**src/rtl/sd_clk_engine_if.sv**
```systemverilog
// SD clock engine control/status bundle between the SD FSMs (master) and the clock engine (slave).
interface sd_clk_engine_if #(
  parameter int unsigned DIV_W     = 8,
  parameter int unsigned WORD_BITS = 8,
  parameter int unsigned WCNT_W    = 16
);
  localparam int unsigned BIDX_W = $clog2(WORD_BITS);

  // Requests from the command/data FSMs
  logic              start;
  logic              stop;
  logic [DIV_W-1:0]  div;
  logic [WCNT_W-1:0] word_count;
  logic              clear_word;

  // Clock and timing status toward the pads and FSMs
  logic              sdclk;
  logic              rise_stb;
  logic              fall_stb;
  logic              shift_enable;
  logic [BIDX_W-1:0] bit_index;
  logic              word_received;
  logic              xfer_done;
  logic              busy;

  modport slave (
    input  start, stop, div, word_count, clear_word,
    output sdclk, rise_stb, fall_stb, shift_enable, bit_index,
           word_received, xfer_done, busy
  );

  modport master (
    output start, stop, div, word_count, clear_word,
    input  sdclk, rise_stb, fall_stb, shift_enable, bit_index,
           word_received, xfer_done, busy
  );
endinterface

```
**src/rtl/sd_clk_engine.sv**
```systemverilog
// SD-bus clock engine: programmable 50%-duty SDCLK, bit/word strobes, glitch-free start/stop.
module sd_clk_engine #(
  parameter int unsigned DIV_W     = 8,
  parameter int unsigned WORD_BITS = 8,
  parameter int unsigned WCNT_W    = 16
) (
  input  logic             clk,
  input  logic             n_rst,
  sd_clk_engine_if.slave   bus
);

  localparam int unsigned BIDX_W = $clog2(WORD_BITS);

  typedef enum logic [1:0] {
    ST_IDLE     = 2'd0,
    ST_RUN      = 2'd1,
    ST_STOPPING = 2'd2
  } state_e;

  state_e            state_q, state_d;
  logic              start_q, start_d;
  logic [DIV_W-1:0]  cnt_q, cnt_d;
  logic [DIV_W-1:0]  div_q, div_d;
  logic [BIDX_W-1:0] bit_q, bit_d;
  logic [WCNT_W-1:0] words_q, words_d;
  logic              sdclk_q, sdclk_d;
  logic              rise_q, rise_d;
  logic              fall_q, fall_d;
  logic              wrecv_q, wrecv_d;
  logic              done_q, done_d;
  logic              busy_q, busy_d;

  logic              term_c;
  logic              accept_c;
  logic              run_c;
  logic              rise_now_c;
  logic              word_end_c;
  logic              last_word_c;

  // Phase terminal, start acceptance and bit/word boundary decode
  always_comb begin
    term_c      = (cnt_q == div_q);
    accept_c    = (state_q == ST_IDLE) && start_q;
    run_c       = (state_q == ST_RUN) && !bus.stop;
    rise_now_c  = run_c && term_c && !sdclk_q;
    word_end_c  = rise_now_c && !bus.clear_word &&
                  (bit_q == BIDX_W'(WORD_BITS - 1));
    last_word_c = word_end_c && (words_q == WCNT_W'(1));
  end

  // State register
  always_ff @(posedge clk or negedge n_rst) begin
    if (!n_rst) begin
      state_q <= ST_IDLE;
    end else begin
      state_q <= state_d;
    end
  end

  // Next-state logic
  always_comb begin
    state_d = state_q;
    case (state_q)
      ST_IDLE: begin
        if (accept_c) state_d = ST_RUN;
      end
      ST_RUN: begin
        if (bus.stop || last_word_c) state_d = ST_STOPPING;
      end
      ST_STOPPING: begin
        // Low level: leave at once; high level: leave on the falling edge
        if (!sdclk_q || term_c) state_d = ST_IDLE;
      end
      default: state_d = ST_IDLE;
    endcase
  end

  // Next values of the divider, SDCLK, strobes and bit/word counters
  always_comb begin
    start_d = bus.start && (state_q == ST_IDLE) && !start_q;
    cnt_d   = cnt_q;
    div_d   = div_q;
    bit_d   = bit_q;
    words_d = words_q;
    sdclk_d = sdclk_q;
    rise_d  = 1'b0;
    fall_d  = 1'b0;
    wrecv_d = 1'b0;
    done_d  = 1'b0;
    busy_d  = (state_d != ST_IDLE);

    case (state_q)
      ST_IDLE: begin
        sdclk_d = 1'b0;
        cnt_d   = '0;
      end
      ST_RUN, ST_STOPPING: begin
        // A low phase only advances while running, so no rise once stopping
        if (sdclk_q || run_c) begin
          if (term_c) begin
            cnt_d   = '0;
            sdclk_d = !sdclk_q;
            if (sdclk_q) begin
              fall_d = 1'b1;
              if (run_c) div_d = bus.div;
            end else begin
              rise_d = 1'b1;
            end
          end else begin
            cnt_d = cnt_q + DIV_W'(1);
          end
        end
      end
      default: begin
        sdclk_d = 1'b0;
        cnt_d   = '0;
      end
    endcase

    // clear_word overrides the bit increment and suppresses word strobes
    if (bus.clear_word) begin
      bit_d = '0;
    end else if (rise_now_c) begin
      if (word_end_c) begin
        bit_d   = '0;
        wrecv_d = 1'b1;
        if (words_q != '0) begin
          words_d = words_q - WCNT_W'(1);
          done_d  = last_word_c;
        end
      end else begin
        bit_d = bit_q + BIDX_W'(1);
      end
    end

    if (accept_c) begin
      div_d   = bus.div;
      words_d = bus.word_count;
      bit_d   = '0;
      cnt_d   = '0;
    end
  end

  // Datapath and output registers
  always_ff @(posedge clk or negedge n_rst) begin
    if (!n_rst) begin
      start_q <= 1'b0;
      cnt_q   <= '0;
      div_q   <= '0;
      bit_q   <= '0;
      words_q <= '0;
      sdclk_q <= 1'b0;
      rise_q  <= 1'b0;
      fall_q  <= 1'b0;
      wrecv_q <= 1'b0;
      done_q  <= 1'b0;
      busy_q  <= 1'b0;
    end else begin
      start_q <= start_d;
      cnt_q   <= cnt_d;
      div_q   <= div_d;
      bit_q   <= bit_d;
      words_q <= words_d;
      sdclk_q <= sdclk_d;
      rise_q  <= rise_d;
      fall_q  <= fall_d;
      wrecv_q <= wrecv_d;
      done_q  <= done_d;
      busy_q  <= busy_d;
    end
  end

  assign bus.sdclk         = sdclk_q;
  assign bus.rise_stb      = rise_q;
  assign bus.fall_stb      = fall_q;
  assign bus.shift_enable  = rise_q;
  assign bus.bit_index     = bit_q;
  assign bus.word_received = wrecv_q;
  assign bus.xfer_done     = done_q;
  assign bus.busy          = busy_q;

endmodule

```
**src/flat_wrapper.sv**
```systemverilog
// flat-port wrapper written by rule: the top's interface ports become plain ports
module sd_clk_engine_flat 
#(
  parameter int unsigned DIV_W     = 8,
  parameter int unsigned WORD_BITS = 8,
  parameter int unsigned WCNT_W    = 16
)
  (clk, n_rst, bus_start, bus_stop, bus_div, bus_word_count, bus_clear_word, bus_sdclk, bus_rise_stb, bus_fall_stb, bus_shift_enable, bus_bit_index, bus_word_received, bus_xfer_done, bus_busy);
  sd_clk_engine_if #(.DIV_W(DIV_W), .WORD_BITS(WORD_BITS), .WCNT_W(WCNT_W)) bus_i ();
  input  logic clk;
  input  logic n_rst;
  input wire logic [$bits(bus_i.start)-1:0] bus_start;
  input wire logic [$bits(bus_i.stop)-1:0] bus_stop;
  input wire logic [$bits(bus_i.div)-1:0] bus_div;
  input wire logic [$bits(bus_i.word_count)-1:0] bus_word_count;
  input wire logic [$bits(bus_i.clear_word)-1:0] bus_clear_word;
  output wire logic [$bits(bus_i.sdclk)-1:0] bus_sdclk;
  output wire logic [$bits(bus_i.rise_stb)-1:0] bus_rise_stb;
  output wire logic [$bits(bus_i.fall_stb)-1:0] bus_fall_stb;
  output wire logic [$bits(bus_i.shift_enable)-1:0] bus_shift_enable;
  output wire logic [$bits(bus_i.bit_index)-1:0] bus_bit_index;
  output wire logic [$bits(bus_i.word_received)-1:0] bus_word_received;
  output wire logic [$bits(bus_i.xfer_done)-1:0] bus_xfer_done;
  output wire logic [$bits(bus_i.busy)-1:0] bus_busy;
  assign bus_i.start = bus_start;
  assign bus_i.stop = bus_stop;
  assign bus_i.div = bus_div;
  assign bus_i.word_count = bus_word_count;
  assign bus_i.clear_word = bus_clear_word;
  assign bus_sdclk = bus_i.sdclk;
  assign bus_rise_stb = bus_i.rise_stb;
  assign bus_fall_stb = bus_i.fall_stb;
  assign bus_shift_enable = bus_i.shift_enable;
  assign bus_bit_index = bus_i.bit_index;
  assign bus_word_received = bus_i.word_received;
  assign bus_xfer_done = bus_i.xfer_done;
  assign bus_busy = bus_i.busy;
  sd_clk_engine #(.DIV_W(DIV_W), .WORD_BITS(WORD_BITS), .WCNT_W(WCNT_W)) u_core (.clk(clk), .n_rst(n_rst), .bus(bus_i));
endmodule
```
**config.mk**
```make
export PLATFORM = sky130hd
export DESIGN_NAME = sd_clk_engine_flat
export DESIGN_NICKNAME = d
export VERILOG_FILES = /design/src/rtl/sd_clk_engine_if.sv /design/src/rtl/sd_clk_engine.sv /design/src/flat_wrapper.sv
export SDC_FILE = /design/constraint.sdc
export NUM_CORES = 1
export LEC_CHECK = 0
export ABC_AREA = 1
export CAP_MARGIN = 20
export CORE_UTILIZATION = 44
export CTS_BUF_LIST = sky130_fd_sc_hd__clkbuf_8 sky130_fd_sc_hd__clkbuf_16
export DETAILED_ROUTE_END_ITERATION = 10
export PLACE_DENSITY = 0.69
export SLEW_MARGIN = 30
export SYNTH_ARGS = -nofsm -noshare
export SYNTH_HDL_FRONTEND = slang
export SYNTH_SLANG_ARGS = --single-unit
```
**constraint.sdc**
```tcl
create_clock -name clk -period 1.9 [get_ports clk]
set_clock_uncertainty 0.15 [all_clocks]
set_input_delay 0.19 -clock clk [delete_from_list [all_inputs] [get_ports clk]]
set_output_delay 0.19 -clock clk [all_outputs]
set_load 0.02 [all_outputs]
```
== Word-level counts from Yosys, hierarchy flattened ==
Cells that the tools add are included.

* Add/sub/neg operators: 3
* Reduce and logical (&&, ||, !) cells: 32
* Equal/unequal tests: 9
* Muxes and demuxes: 41

{| class="wikitable"
|+ Operator list
! operator !! count
|-
| two-way mux 16 bit || 5
|-
| two-way mux 8 bit || 10
|-
| two-way mux 1 bit || 18
|-
| nonzero test 2 bit || 9
|-
| equality test 16 x 1 -> 1 bit (second input constant) || 1
|-
| nonzero test 16 bit || 1
|-
| subtractor 16 x 1 -> 16 bit (second input constant) || 1
|-
| two-way mux 3 bit || 4
|-
| logical AND 1 bit || 9
|-
| adder 8 x 1 -> 8 bit (second input constant) || 1
|-
| equality test 8 bit || 1
|-
| two-way mux 2 bit || 3
|-
| inequality test 2 x 1 -> 1 bit (second input constant) || 3
|-
| case mux 2 bit (3 select lines) || 1
|-
| AND reduction 5 bit || 1
|-
| zero test 1 bit || 4
|-
| AND reduction 4 bit || 1
|-
| adder 3 x 1 -> 3 bit (second input constant) || 1
|-
| equality test 3 bit (second input constant) || 1
|-
| logical OR 1 bit || 3
|-
| inequality test 3 x 1 -> 1 bit (second input constant) || 1
|-
| nonzero test 3 bit || 1
|-
| equality test 2 x 1 -> 1 bit (second input constant) || 1
|-
| equality test 2 bit (second input constant) || 1
|-
| 3 further kinds || 3
|}

* Bits of input ports: 29
* Register bits: 44
* Word-level logic and storage cells: 97

== Depth between registers and ports, before layout ==
Gate-level depths: netlist of the first run.

* Depth in word-level cells: 11
* Gate-level depth with buffers: 13

== Least setup slack after synthesis of the first run ==
No wires, ideal clock.

* Path type: flip-flop to flip-flop
* Start: register u_core.state_q[0]
* End: register u_core.cnt_q[7]
* Data required time: 1.616 ns
* Period minus slack after synthesis: 1.824 ns
* Path slack: 0.076 ns
* Arrival time: 1.540 ns
* Cell stages (with the launch flop): 8
* Cell sequence: dfrtp_1 inv_1 ha_1 nand2_1 nand3_1 inv_1 nor2_1 nor3b_1

* Longest elaborated chain between the ends: 4
* Elaborated cells on any way between the ends: 10

{| class="wikitable"
|+ RTL lines
! item !! RTL line !! RTL
|-
| start, declared || sd_clk_engine.sv:20 || <nowiki>state_e state_q, state_d;</nowiki>
|-
| start signal, assigned || sd_clk_engine.sv:56 || <nowiki>state_q <= state_d;</nowiki>
|-
| equality test 2 bit / equality test 2 x 1 -> 1 bit (equally long branches) || sd_clk_engine.sv:92, sd_clk_engine.sv:44 ||
|-
| OR reduction 2 bit / logical AND 1 bit (equally long branches) || sd_clk_engine.sv:92, sd_clk_engine.sv:44 ||
|-
| two-way mux 8 bit / logical OR 1 bit (equally long branches) || sd_clk_engine.sv:92, sd_clk_engine.sv:99 ||
|-
| two-way mux 8 bit / inequality test 3 x 1 -> 1 bit (equally long branches) || -- ||
|-
| end signal, assigned || sd_clk_engine.sv:160 || <nowiki>cnt_q <= cnt_d;</nowiki>
|-
| end, declared || sd_clk_engine.sv:22 || <nowiki>logic [DIV_W-1:0] cnt_q, cnt_d;</nowiki>
|}

Parallel ways exist; a longest one is shown, timed or not.
A chain may end at the register's enable or synchronous reset.

== Worst setup path after layout of the first run ==
* Start: register u_core.cnt_q[5]
* End: register u_core.words_q[3]

* Longest elaborated chain between the ends: 7
* Elaborated cells on any way between the ends: 8

{| class="wikitable"
|+ RTL lines
! item !! RTL line !! RTL
|-
| equality test 8 bit * || sd_clk_engine.sv:42 || <nowiki>term_c = (cnt_q == div_q);</nowiki>
|-
| logical AND 1 bit * (2 in series) || sd_clk_engine.sv:45 || <nowiki>rise_now_c = run_c && term_c && !sdclk_q;</nowiki>
|-
| logical AND 1 bit (2 in series) || sd_clk_engine.sv:46 || <nowiki>word_end_c = rise_now_c && !bus.clear_word &&</nowiki>
|-
| nonzero test 2 bit (no line) || -- ||
|-
| AND reduction 4 bit (no line) * || -- ||
|-
| end signal, assigned || sd_clk_engine.sv:163 || <nowiki>words_q <= words_d;</nowiki>
|-
| end, declared || sd_clk_engine.sv:25 || <nowiki>logic [WCNT_W-1:0] words_q, words_d;</nowiki>
|}

Mark *: on every way between the ends. The rest lies on a longest branch, timed or not.

==> out/results.md, run 1 <==
* **number of max-capacitance violations reported** 0
* **post-detailed-placement half-perimeter wirelength** 4421 um
* **HP Class** input port to flip-flop
* **number of port buffers** 38
* **met1 track utilization from global routing** 0.2597
* **switching part of the total power** 0.4257
* **proportion of netlist area held by the largest area contributor** 0.4061
* **endpoint type of the worst setup path** flip-flop
* **first-pass GRT wire length** 10,470 um
* **all-layer global routing usage** 0.2081
* **Placement Cell Area** 0.003343 mm2
* **diode count** 0
* **nets** 503
* **remaining global-route overflow** 0
* **net switching power** 2.267 mW
* **count of pins over their slew limit** 0
* **Vias** 2,601
* **area used by multi-input combinational logic** 0.001470 mm2
* **Std-Cell Rows** 28
* **maximum number of pins on one net before global-route repair** 45
* **TritonCTS buffer count** 5
* **total negative setup slack** 0 ns
* **status** complete, no violations
* **initial cell density of the core** 0.4579
* **post-synthesis cell count** 391
* **met2 track utilization from global routing** 0.3610
* **insertion delay of the later-clocked pin in the worst-skew pair** 0.30 ns
* **CTS Root Cell** clkbuf_8
* **clock tree from TritonCTS** done
* **leakage** 1.796 nW
* **ratio of cells with drive above 1 in the final layout** 0.2129
* **met3 track demand over resource in global routing** 0.03864
* **area of the core region** 0.005921 mm2
* **overall die area** 0.006480 mm2
* **share of the yosys chip area belonging to registers** 0.4061
* **DP Cell Count** 522
* **maximum achievable frequency** 547.9 MHz
* **routed length per placed instance** 11.49 um
* **post-route minimum period** 1.825 ns
* **power per cell area** 1426 mW/mm2
* **initial antenna violation count** 0
* **clock sink count** 44
* **most heavily used metal layer in global routing** met2
* **max_slew headroom** 0.6044
* **Antenna Nets Post-Route** 0
* **final setup fails** 0
* **number of design-rule violations left by the first detailed-router iteration** 116
* **number of optimization iterations in the first detailed-route pass** 4
* **Worst VDD drop** 0.5864 mV
* **Register Area** 0.001102 mm2
* **final-report hold violation count** 0
* **clock-pin slew of the registers on the worst-case setup and hold paths** 0.09 ns
* **total internal power** 3.058 mW
* **post-synthesis cell area** 0.002711 mm2
* **CP arrival** 1.91 ns
* **power share of the clock group** 0.149
* **Reg power frac** 0.277
* **Die H** 80.50 um
* **flop and latch count out of synthesis** 44
* **Tcrit/Tclk final** 0.9607
* **nets in the synthesized netlist** 430
* **cell accounting for the most synthesized area** dfrtp_1
* **vias in the first global route** 2,455
* **part of the total power dissipated in combinational logic** 0.574
* **number of buffers between clock root and the deepest sink** 2
* **Design Area, Final** 0.003734 mm2
* **routed via count divided by cell count** 4.817
* **Final GP Congestion** 0.7869
* **Die Wd** 80.50 um
* **fill cell total of the finished layout** 544
* **detailed-route wire length** 6205 um
* **synthesis-to-finish area growth** 37.70%
* **most frequent cells in the layout** nand2_1 (124), dfrtp_1 (43), inv_1 (42)
* **DRC Markers** 0
* **distinct cell type count after synthesis** 29
* **Crit Path Class** flip-flop to flip-flop
* **Avg Inst Size Synth** 6.934 um2
* **count of synthesis-stage warnings from yosys** 0
* **required time worst endpoint** 1.98 ns
* **most common cell after layout, fill and taps aside** nand2_1
* **nature of the critical path startpoint** flip-flop
* **number of H-tree levels** 2
* **top cells by area, synth** dfrtp_1 (41%), nand2_1 (18%), inv_1 (6.9%), nor2_1 (6.9%), ha_1 (4.6%)
* **pin slew with the least headroom to its limit** 0.5934 ns
* **final non-filler cell total** 540
* **unrepaired setup endpoints after global routing** yes
* **Critical Path Fanout Max** 8
* **count of boundary I/O pins** 39
==> path summary, 6_finish.rpt <==
check | startpoint | endpoint | slack (ns) | cells past startpoint
hold / removal | bus_start | u_core.start_q | 0.27 | 3
setup reg to reg | u_core.cnt_q[5] | u_core.words_q[3] | 0.07 | 11
setup / recovery | u_core.cnt_q[5] | u_core.words_q[3] | 0.07 | 11
max in group asynchronous | n_rst | u_core.cnt_q[0] | 0.82 | 3
hold reg to reg | u_core.start_q | u_core.start_q | 0.31 | 1
min in group asynchronous | n_rst | u_core.div_q[4] | 0.34 | 3
==> routing by layer <==
layer  share of wire  routed length [um]
met5               0                   0
met4           0.014                  87
met3           0.032                 198
met2            0.48                2984
met1            0.47                2935
==> per-stage QoR <==
step | hold WS (ns) | utilization | total power [mW] | worst slack [ns]
after floorplan | -0.2556 | - | 3.187 | 0.07590
after global placement | 0.1632 | 0.5647 | 4.037 | 0.01956
after detailed placement | 0.1649 | 0.5647 | 4.091 | -0.002465
after CTS | 0.2619 | 0.5881 | 4.913 | 0.000006661
after global routing | 0.2756 | 0.6306 | 5.850 | -0.06475
final | 0.2677 | 0.6306 | 5.325 | 0.07474
==> cell usage after synthesis <==
cell type,number
nand2_1,130
inv_1,50
nor2_1,50
dfrtp_1,44
o21ai_0,19
nand3_1,15
o21ai_1,12
a21oi_1,11
ha_1,10
nor3_1,9
inv_2,7
nand2_2,4
nand4_1,4
xor2_1,4
buf_6,3
clkbuf_1,3
xnor2_1,3
o21ai_2,2
a31oi_1,1
buf_2,1
buf_4,1
nand3_2,1
nand3b_1,1
nor2_2,1
nor2_4,1
nor3b_1,1
o21ai_4,1
o31ai_1,1
or2_2,1
==> power by group through the flow <==
stage	registers (mW)	clock network [mW]	logic [mW]
floorplan	1.44	0	1.74
global placement	1.46	0	2.57
detailed placement	1.47	0	2.62
CTS	1.45	0.812	2.65
global route	1.52	0.849	3.49
finish	1.48	0.791	3.06
==> cells by family (layout without fill, tap and decap cells) <==
| kind of cell | count (synthesis) | after routing | share of synthesized area |
|---|---|---|---|
| xor+xnor | 7 | 7 | 0.02261 |
| simple gates | 218 | 218 | 0.3299 |
| flops | 44 | 44 | 0.4061 |
| fa+ha+maj | 10 | 10 | 0.04615 |
| buf+inv | 65 | 139 | 0.1001 |
| compound gates | 47 | 47 | 0.09507 |
==> area by class of cell <==
cell class,count,share of cell area
Clock inverter,1,0.008043
Inverter,57,0.05731
Sequential cell,44,0.2952
Multi-Input combinational cell,282,0.3938
Clock buffer,7,0.02580
Timing Repair Buffer,74,0.1947
Tap cell,75,0.02513
==> flip-flops by register name, indices dropped and copies added, names as in the netlist, 2 cells and up <==
register              flops
u_core.state_q            2
u_core.div_q              8
u_core.bus.bit_index      3
u_core.words_q           16
u_core.cnt_q              8
==> critical path, cell delays in order (launching register included) <==
cell and delay [ns]:
dfrtp_1 0.42, inv_2 0.06, nand2_1 0.05, nand2_1 0.08, nor2_4 0.12, nand2_2 0.08, nor2_4 0.16, nand4_1 0.16
nand2_4 0.19, clkbuf_16 0.17, nand2_1 0.05, o21ai_1 0.06
==> repair_timing <==
action	in CTS	in global routing
cloned	0	2
setup endpoints to repair	1	39
setup buffers	0	7
hold endpoints to repair	44	0
pin swaps	0	11
hold buffers	1	0
gates resized for setup	1	54
Power figures use the tool's default switching activity.
==> run 2: changes to the inputs <==
==> constraint.sdc (replaced) <==
create_clock -name clk -period 1.9 [get_ports clk]
set_clock_uncertainty 0.15 [all_clocks]
set_input_delay 0.19 -clock clk [delete_from_list [all_inputs] [get_ports clk]]
set_output_delay 0.19 -clock clk [all_outputs]
set_load 0.01 [all_outputs]
==> results of run 2 <==
Same layout as run 1 (identical final DEF). Status: complete, no violations.
Main changes from that run: total power 5.325 mW -> 5.316 mW; worst IR drop on VDD 0.5864 mV -> 0.5862 mV
==> run 3: changes to the inputs <==
--- a/config.mk
+++ b/config.mk
@@ -15,3 +15,4 @@
 export SYNTH_ARGS = -nofsm -noshare
 export SYNTH_HDL_FRONTEND = slang
 export SYNTH_SLANG_ARGS = --single-unit
+export TNS_END_PERCENT = 100
==> results of run 3 <==
Same layout as run 1 (identical final DEF). Status: complete, no violations.
Main changes from that run: total power 5.325 mW -> 5.316 mW; worst IR drop on VDD 0.5864 mV -> 0.5862 mV
